[src/rtl/vt_pkg.sv]
// Shared types for the vertex transform block: Q(WI).(WF) word, 4x4 matrix, FSM states.
package vt_pkg;
    localparam int WI = 8;
    localparam int WF = 8;
    localparam int W  = WI + WF;

    typedef logic signed [W-1:0] fxp_t;
    typedef fxp_t mat4_t [16];
    typedef enum logic [2:0] {IDLE, ROW0, ROW1, ROW2, ROW3, DONE} vt_state_e;
endpackage

[src/rtl/vt_row_mac.sv]
// One matrix row dotted with (vx,vy,vz,1): full-precision sum, single round, range check.
// Out-of-range handling selected by VT_SATURATE_EN (clamp) or its absence (wrap).
module vt_row_mac
    import vt_pkg::*;
(
    input  fxp_t i_m0,
    input  fxp_t i_m1,
    input  fxp_t i_m2,
    input  fxp_t i_m3,
    input  fxp_t i_vx,
    input  fxp_t i_vy,
    input  fxp_t i_vz,
    output fxp_t o_res,
    output logic o_ovf
);
    localparam int AW   = 2*W + 2;
    localparam int MAXV = (1 << (W-1)) - 1;
    localparam int MINV = -(1 << (W-1));

    logic signed [2*W-1:0] w_p0, w_p1, w_p2;
    logic signed [AW-1:0]  w_acc, w_rnd;
    logic                  w_hi, w_lo;

    assign w_p0 = (2*W)'(i_m0) * (2*W)'(i_vx);
    assign w_p1 = (2*W)'(i_m1) * (2*W)'(i_vy);
    assign w_p2 = (2*W)'(i_m2) * (2*W)'(i_vz);

    // Translate term is aligned to the Q(2WI).(2WF) product scale before summing.
    assign w_acc = AW'(w_p0) + AW'(w_p1) + AW'(w_p2) + (AW'(i_m3) <<< WF);
    assign w_rnd = (w_acc + AW'(1 << (WF-1))) >>> WF;

    assign w_hi  = w_rnd > AW'(MAXV);
    assign w_lo  = w_rnd < AW'(MINV);
    assign o_ovf = w_hi | w_lo;

`ifdef VT_SATURATE_EN
    assign o_res = w_hi ? fxp_t'(MAXV) : (w_lo ? fxp_t'(MINV) : w_rnd[W-1:0]);
`else
    assign o_res = w_rnd[W-1:0];
`endif
endmodule

[src/rtl/vertex_transform.sv]
// Streams object-space vertices through a captured 4x4 Q8.8 matrix, one row per cycle.
// Build option VT_SATURATE_EN clamps out-of-range rows instead of wrapping.
module vertex_transform
    import vt_pkg::*;
(
    input  logic           i_clk,
    input  logic           i_reset,
    input  logic [16*W-1:0] i_model_matrix,
    input  logic           i_in_valid,
    output logic           o_in_ready,
    input  logic [W-1:0]   i_vx,
    input  logic [W-1:0]   i_vy,
    input  logic [W-1:0]   i_vz,
    output logic           o_out_valid,
    input  logic           i_out_ready,
    output logic [W-1:0]   o_ox,
    output logic [W-1:0]   o_oy,
    output logic [W-1:0]   o_oz,
    output logic [W-1:0]   o_ow,
    output logic           o_overflow,
    input  logic           i_ovf_clr
);
    vt_state_e r_state;
    mat4_t     r_mat;
    fxp_t      r_vx, r_vy, r_vz;
    fxp_t      r_o [4];
    logic      r_out_valid;
    logic      r_overflow;

    logic       w_accept;
    logic       w_rowact;
    logic [1:0] w_row;
    fxp_t       w_res;
    logic       w_ovf;

    assign o_in_ready = (r_state == IDLE) || ((r_state == DONE) && i_out_ready);
    assign w_accept   = i_in_valid & o_in_ready;

    always_comb begin
        w_row    = 2'd0;
        w_rowact = 1'b1;
        case (r_state)
            ROW0:    w_row = 2'd0;
            ROW1:    w_row = 2'd1;
            ROW2:    w_row = 2'd2;
            ROW3:    w_row = 2'd3;
            default: w_rowact = 1'b0;
        endcase
    end

    vt_row_mac u_mac (
        .i_m0  (r_mat[{w_row, 2'd0}]),
        .i_m1  (r_mat[{w_row, 2'd1}]),
        .i_m2  (r_mat[{w_row, 2'd2}]),
        .i_m3  (r_mat[{w_row, 2'd3}]),
        .i_vx  (r_vx),
        .i_vy  (r_vy),
        .i_vz  (r_vz),
        .o_res (w_res),
        .o_ovf (w_ovf)
    );

    always_ff @(posedge i_clk) begin
        if (i_reset) begin
            r_state     <= IDLE;
            r_out_valid <= 1'b0;
            r_overflow  <= 1'b0;
            r_vx        <= '0;
            r_vy        <= '0;
            r_vz        <= '0;
            for (int i = 0; i < 16; i++) r_mat[i] <= '0;
            for (int i = 0; i < 4; i++)  r_o[i]   <= '0;
        end else begin
            // Vertex and matrix are latched together so later matrix updates miss the vertex in flight.
            if (w_accept) begin
                r_vx <= i_vx;
                r_vy <= i_vy;
                r_vz <= i_vz;
                for (int i = 0; i < 16; i++) r_mat[i] <= i_model_matrix[i*W +: W];
            end
            if (w_rowact) r_o[w_row] <= w_res;
            if (w_rowact && w_ovf) r_overflow <= 1'b1;
            else if (i_ovf_clr)    r_overflow <= 1'b0;

            case (r_state)
                IDLE: if (w_accept) r_state <= ROW0;
                ROW0: r_state <= ROW1;
                ROW1: r_state <= ROW2;
                ROW2: r_state <= ROW3;
                ROW3: begin
                    r_state     <= DONE;
                    r_out_valid <= 1'b1;
                end
                DONE: if (i_out_ready) begin
                    r_out_valid <= 1'b0;
                    r_state     <= i_in_valid ? ROW0 : IDLE;
                end
                default: r_state <= IDLE;
            endcase
        end
    end

    assign o_out_valid = r_out_valid;
    assign o_overflow  = r_overflow;
    assign o_ox        = r_o[0];
    assign o_oy        = r_o[1];
    assign o_oz        = r_o[2];
    assign o_ow        = r_o[3];
endmodule
[config.mk]
export PLATFORM = sky130hd
export DESIGN_NAME = vertex_transform
export DESIGN_NICKNAME = d
export VERILOG_FILES = /design/src/rtl/vt_pkg.sv /design/src/rtl/vt_row_mac.sv /design/src/rtl/vertex_transform.sv
export SDC_FILE = /design/constraint.sdc
export NUM_CORES = 2
export LEC_CHECK = 0
export CORE_MARGIN = 2
export CORE_UTILIZATION = 50
export CTS_BUF_LIST = sky130_fd_sc_hd__clkbuf_4 sky130_fd_sc_hd__clkbuf_8 sky130_fd_sc_hd__clkbuf_16
export DETAILED_ROUTE_END_ITERATION = 8
export PLACE_DENSITY = 0.81
export SYNTH_ARGS = -nofsm -noshare
export SYNTH_HDL_FRONTEND = slang
export SYNTH_SLANG_ARGS = --single-unit
[constraint.sdc]
create_clock -name i_clk -period 14.92 [get_ports i_clk]
set_input_delay 2.984 -clock i_clk [delete_from_list [all_inputs] [get_ports i_clk]]
set_output_delay 2.984 -clock i_clk [all_outputs]
set_load 0.05 [all_outputs]
# Word level (Yosys, flattened, before mapping)
# Memory sizes are Yosys's and may differ from the RTL's.
# Cells that the tools add are included.
[op_classes] n_eq_ne=7 reduce_logical=10 n_addsub=4 div_mod_pow=0 order_cmp=2 shift=0 bitwise_logic=18 muxes=37 mul=3
[ops] cell="16-bit 2-to-1 mux" count=17
[ops] cell="16-bit by 16-bit multiplier with 32-bit output" count=3
[ops] cell="33-bit by 32-bit adder with 34-bit output" count=1
[ops] cell="34-bit by 24-bit adder with 34-bit output" count=1
[ops] cell="34-bit by 9-bit adder with 34-bit output (second input constant)" count=1
[ops] cell="32-bit by 32-bit adder with 33-bit output" count=1
[ops] cell="26-bit by 16-bit > comparator with 1-bit output (second input constant)" count=1
[ops] cell="26-bit by 16-bit < comparator with 1-bit output (second input constant)" count=1
[ops] cell="3-bit case mux with 6 select lines" count=1
[ops] cell="1-bit OR" count=17
[ops] cell="16-bit OR reduction" count=1
[ops] cell="1-bit 2-to-1 mux" count=14
[ops] cell="3-bit by 2-bit equality test with 1-bit output (second input constant)" count=2
[ops] cell="3-bit equality test (second input constant)" count=2
[ops] cell="3-bit 2-to-1 mux" count=2
[ops] cell="2-bit case mux with 3 select lines" count=1
[ops] cell="2-bit != test (second input constant)" count=2
[ops] cell="2-bit AND reduction" count=2
[ops] cell="2-bit nonzero test" count=2
[ops] cell="4-bit OR reduction" count=1
[ops] cell="3-bit by 1-bit equality test with 1-bit output (second input constant)" count=1
[ops] cell="3-bit logical NOT" count=1
[ops] cell="1-bit logical AND" count=2
[ops] cell="2-bit 2-to-1 mux" count=1
[ops] cell="3 further kinds" count=3
[totals] ramBits=320 mem_count=2 in_bits=309 ff_bits=53 latchBits=0 mem_bits_ro=0 out_inout_bits=67
[memory_table] name="r_mat" words=16 word_bits=16 rd=4 rd_ports_with_merged_regs=0 wr=16 line="vertex_transform.sv:24" rtl="mat4_t r_mat;"
[memory_table] name="r_o" words=4 word_bits=16 rd=4 rd_ports_with_merged_regs=0 wr=4 line="vertex_transform.sv:26" rtl="fxp_t r_o [4];"

# Depth between registers and ports, before layout
# An unclocked memory read counts as a cell.
[logic_depth] depth_word=12 mapped_depth=38 ltp_nobuf=33

# Hierarchy
# From an unflattened synthesis, not the netlist that was laid out.
[hier_totals] cells_unflattened=4431 hier_area_um2=47048.9
[modules_own_cells] module="vt_row_mac" seq_area_each_um2=0.0 area_each_um2=30718.2 n_inst=1 cells_per_inst=3203
[modules_own_cells] module="vertex_transform" seq_area_each_um2=10670.2 area_each_um2=16330.7 n_inst=1 cells_per_inst=1228

# Least setup slack after synthesis
# No wires, ideal clock.
[synth_timing] path_kind="input to register" from="in i_out_ready" to="mem r_mat[0][0] (netlist bit), enable pin" setup_ns=0.606 path_stages=5 t_arrival_ns=9.315 n_path_buf=1 slack_ns=4.999 required_ns=14.314 path_cell_list="nand3_1 > a21oi_1 > a21oi_1 > clkbuf_1 > inv_1"
[synth_lines] item="start: declaration" line="vertex_transform.sv:15" rtl="input logic i_out_ready,"
[synth_lines] item="end: declaration" line="vertex_transform.sv:24"

# Final worst setup path
[layout_timing] from="reg r_state[1]" to="reg r_overflow (netlist: o_overflow)"
[layout_via] elab_chain_len=12 word_cells_on_any_way=21 classes_between="4 x add/sub; 3 x mul; 2 x order compare; 4 x eq/ne; 3 x mux; 1 x bitwise; 3 x reduce/logical; 1 x memory"
[layout_lines] item="start: declaration" line="vertex_transform.sv:23" rtl="vt_state_e r_state;"
[layout_lines] item="start signal: assignment" line="vertex_transform.sv:96" rtl="r_state <= i_in_valid ? ROW0 : IDLE;"
[layout_lines] item="3-bit equality test / 3-bit by 2-bit equality test with 1-bit output (equally long branches)" line="vertex_transform.sv:42" rtl="case (r_state)"
[layout_lines] item="2-bit case mux with 3 select lines" line="vertex_transform.sv:42"
[layout_lines] item="memory read 16 x 16 bit"
[layout_lines] item="16-bit by 16-bit multiplier with 32-bit output (on tied branches)" line="vt_row_mac.sv:24, vt_row_mac.sv:25"
[layout_lines] item="32-bit by 32-bit adder with 33-bit output" line="vt_row_mac.sv:29" rtl="assign w_acc = AW'(w_p0) + AW'(w_p1) + AW'(w_p2) + (AW'(i_m3) <<< WF);"
[layout_lines] item="33-bit by 32-bit adder with 34-bit output" line="vt_row_mac.sv:29"
[layout_lines] item="34-bit by 24-bit adder with 34-bit output" line="vt_row_mac.sv:29"
[layout_lines] item="34-bit by 9-bit adder with 34-bit output" line="vt_row_mac.sv:30" rtl="assign w_rnd = (w_acc + AW'(1 << (WF-1))) >>> WF;"
[layout_lines] item="26-bit by 16-bit > comparator with 1-bit output / 26-bit by 16-bit < comparator with 1-bit output (equally long branches)" line="vt_row_mac.sv:32, vt_row_mac.sv:33"
[layout_lines] item="1-bit OR" line="vt_row_mac.sv:34" rtl="assign o_ovf = w_hi | w_lo;"
[layout_lines] item="1-bit logical AND (*)" line="vertex_transform.sv:82" rtl="if (w_rowact && w_ovf) r_overflow <= 1'b1;"
[layout_lines] item="1-bit 2-to-1 mux / 2-bit nonzero test (equally long branches)"
[layout_lines] item="end signal: assignment" line="vertex_transform.sv:67" rtl="r_overflow <= 1'b0;"
[layout_lines] item="end signal: assignment" line="vertex_transform.sv:82"
[layout_lines] item="end signal: assignment" line="vertex_transform.sv:83" rtl="else if (i_ovf_clr) r_overflow <= 1'b0;"
[layout_lines] item="end: declaration" line="vertex_transform.sv:28" rtl="logic r_overflow;"
# Every way passes the cells marked *; elsewhere a longest branch is shown, timed or not.
# A chain may end at the register's enable or synchronous reset.

==> flow_summary_export.csv <==
group,metric,value,unit
clocking,root_buffer,"clkbuf_16",
yosys,ys_warn_count,0,
worst_setup_path,crit_required,15390,ps
worst_setup_path,crit_type,"register to register",
clocking,numCtsBuffers,40,
worst_setup_path,ff2ff_setup_slack,3720,ps
clocking,clk_pin_slew_worst_paths,60,ps
worst_setup_path,r2r_cells,31,
sta,setup_viol,0,
clocking,cts_tree,"yes",
floorplanning,die_y,308,µm
worst_setup_path,cpMostUsedCell,"fa_1",
routing,routed_wl,120000,µm
yosys,synth_cell_types,69,
clocking,postCtsHoldBufs,0,
sta,finalCriticalPeriod,11200,ps
yosys,netlist_top_cells_area,"fa_1, edfxtp_1, inv_1, and2_1, ha_1",
sta,skew,22.6,ps
worst_setup_path,critPathMaxStageDelay,820,ps
floorplanning,ios,376,
yosys,synth_nets,5819,
placed_design,place_hpwl,98500,µm
floorplanning,die_area,94900,µm²
global_routing,overflow,0,
clocking,cts_max_level,2,
final_layout,drive_gt1_frac,0.0326,
yosys,yosysTopAreaCell,"fa_1",
global_routing,grt_pass1_wl,189000,µm
worst_setup_path,worst-path-buf-inv,7,
routing,routed_via_density,5.39,
worst_setup_path,r2r_end,"o_overflow",
routing,drt-wirelength-per-cell,20.4,µm
final_layout,fill_cells,7412,
final_layout,area_delta_synth_final,13.6,%
yosys,synth_top_flop_cell,"edfxtp_1",
hold_path,hp-class,"register to register",
hold_path,min_to,"o_out_valid",
yosys,yosysMostFrequentCell,"inv_1",
placed_design,io_buffers,375,
global_routing,antenna_found_initial,3,
worst_setup_path,crit_fanout,38,
sta,worst_pin_slew,1190,ps
hold_path,min_path_cells,2,
sta,rsz0062_at_grt,"false",
final_layout,fin_util,0.573,
floorplanning,die_x,308,µm
global_routing,grt_pass1_vias,34400,
sta,fmax,89.3,MHz
clocking,post_cts_buffers,0,
yosys,avgSynthCellArea,10.6,µm²
yosys,synth-edff-count,320,
floorplanning,core-area,91700,µm²
worst_setup_path,worstPathArrival,11670,ps
worst_setup_path,startpoint,"r_state[1]",
routing,drc,0,
floorplanning,initial_core_util,0.504,
sta,period_share,0.751,
yosys,netlist_instances,4376,
hold_path,hp-start,"o_out_valid",
routing,vias,31600,
final_layout,diodes,0,
clocking,cts_buffer_depth,3,
status,outcome,"finished, final reports clean",
run,cap_viol_max_count,0,
routing,dr.pass1.iters,6,
clocking,clock_sinks,373,
sta,hold_ws,528,ps
clocking,cts.repair.resized,0,
yosys,netlist_area,46200,µm²
worst_setup_path,slowest_stage,"a21oi_1",
routing,drt_iter0_drc,2088,
sta,finalHoldViolations,0,
worst_setup_path,worst-path-stages,31,
yosys,ys_ff_latch,373,
worst_setup_path,crit_family,"adder cells",
yosys,synth_top_area_share,0.410,
sta,setup_tns,0,ps
worst_setup_path,timing.rr.start,"r_state[1]",
floorplanning,row_count,111,
worst_setup_path,critPathLaunchType,"register",
global_routing,grt_max_degree,119,
sta,maxSlewViolCount,0,
global_routing,track_usage,0.261,
yosys,ys_seq_area_frac,0.231,
clocking,clk_latency,600,ps
worst_setup_path,end_kind,"register",
sta,max_slew_margin,0.210,
routing,final_antenna_net_count,0,
yosys,synth_top_cells_by_count,"inv_1, fa_1, and2_1",
final_layout,fin_nets,6079,
yosys,async_reset_ff_frac,0,
placed_design,place_congestion,0.934,
==> worst reg2reg max path: cells and delay by family, from the launching register on <==
family / cells / cell delay, ps
AO/OA/AOI/OAI: 4 / 1230
XOR/XNOR: 5 / 1360
adder cells (fa/ha/maj): 9 / 4410
buffers and inverters: 7 / 1470
flip-flops: 1 / 630
AND/OR/NAND/NOR: 6 / 1960
==> layout make-up <==
type	instances	area, µm²	share of cell area
multi-input cells	2773	31000	0.591
flip-flops and latches	373	10700	0.203
repair buffers	425	4130	0.0786
inverters	1023	3850	0.0733
well taps	1186	1480	0.0283
clock buffers	46	1060	0.0203
clock inverters	26	294	0.00560
==> per-layer routing <==
metal  global-route usage  vias up  part of all wire
li1                     -    13800                 -
met1                0.328    16200              0.37
met2                0.440     1279              0.50
met3               0.0453      317             0.074
met4                0.124        4             0.054
met5                    0        -           0.00023
==> through the flow <==
step,cell area [µm²],cells,setup slack [ps]
floorplan,46200,4376,5000
CTS,52500,5852,3840
finish,52500,5852,3720
global placement,51200,5780,4060
global route,52500,5852,3100
detailed placement,51200,5780,3850
==> cells in the final DEF (no fill, tap or decap), types with 4 or more instances in the layout <==
| cell type | n |
|---|---|
| a22o_1 | 47 |
| nand2_1 | 346 |
| clkbuf_16 | 41 |
| o22a_1 | 50 |
| o22ai_1 | 113 |
| clkinv_1 | 8 |
| o21bai_1 | 4 |
| a21o_1 | 17 |
| clkinv_4 | 4 |
| nand2b_1 | 35 |
| edfxtp_1 | 320 |
| clkdlybuf4s50_1 | 374 |
| inv_1 | 1021 |
| and3_1 | 6 |
| bufinv_16 | 4 |
| dfxtp_1 | 51 |
| a21oi_2 | 14 |
| xor2_1 | 13 |
| clkinv_2 | 5 |
| nand4_1 | 11 |
| a21oi_1 | 66 |
| nor2b_1 | 109 |
| nand3_1 | 14 |
| o221ai_1 | 15 |
| a31oi_1 | 4 |
| o21ai_0 | 42 |
| ha_1 | 186 |
| xnor2_1 | 29 |
| or3_1 | 4 |
| o21a_1 | 4 |
| buf_4 | 51 |
| nor2_1 | 74 |
| and2_1 | 563 |
| clkbuf_4 | 5 |
| fa_1 | 948 |
==> cell families (layout without fill, tap and decap cells) <==
logic type,Yosys count,count (layout),synth area share
AOI/OAI and AO/OA,411,411,0.0621
buffers and inverters,1230,1520,0.100
adders and majority gates,1134,1134,0.461
xor gates and xnor gates,43,43,0.00844
DFF,373,373,0.231
and+or+nand+nor,1185,1185,0.138
==> flip-flops by register name, indices dropped and copies added, names as in the netlist <==
register,cells
r_vx,16
r_state,3
r_vy,16
r_o,64
r_mat,256
r_vz,16
o_out_valid,1
o_overflow,1
==> worst max-delay path by stage <==
stage / endpoint / slack, ps
after floorplan: r_mat[0][0] / 5000
after global placement: o_overflow / 4060
after detailed placement: o_overflow / 3850
after CTS: o_overflow / 3840
after global routing: o_overflow / 3100
final: o_overflow / 3720
Power is left out: the tool's default activity adds up to more than one toggle a clock period on the data nets, which glitch-free logic cannot reach.
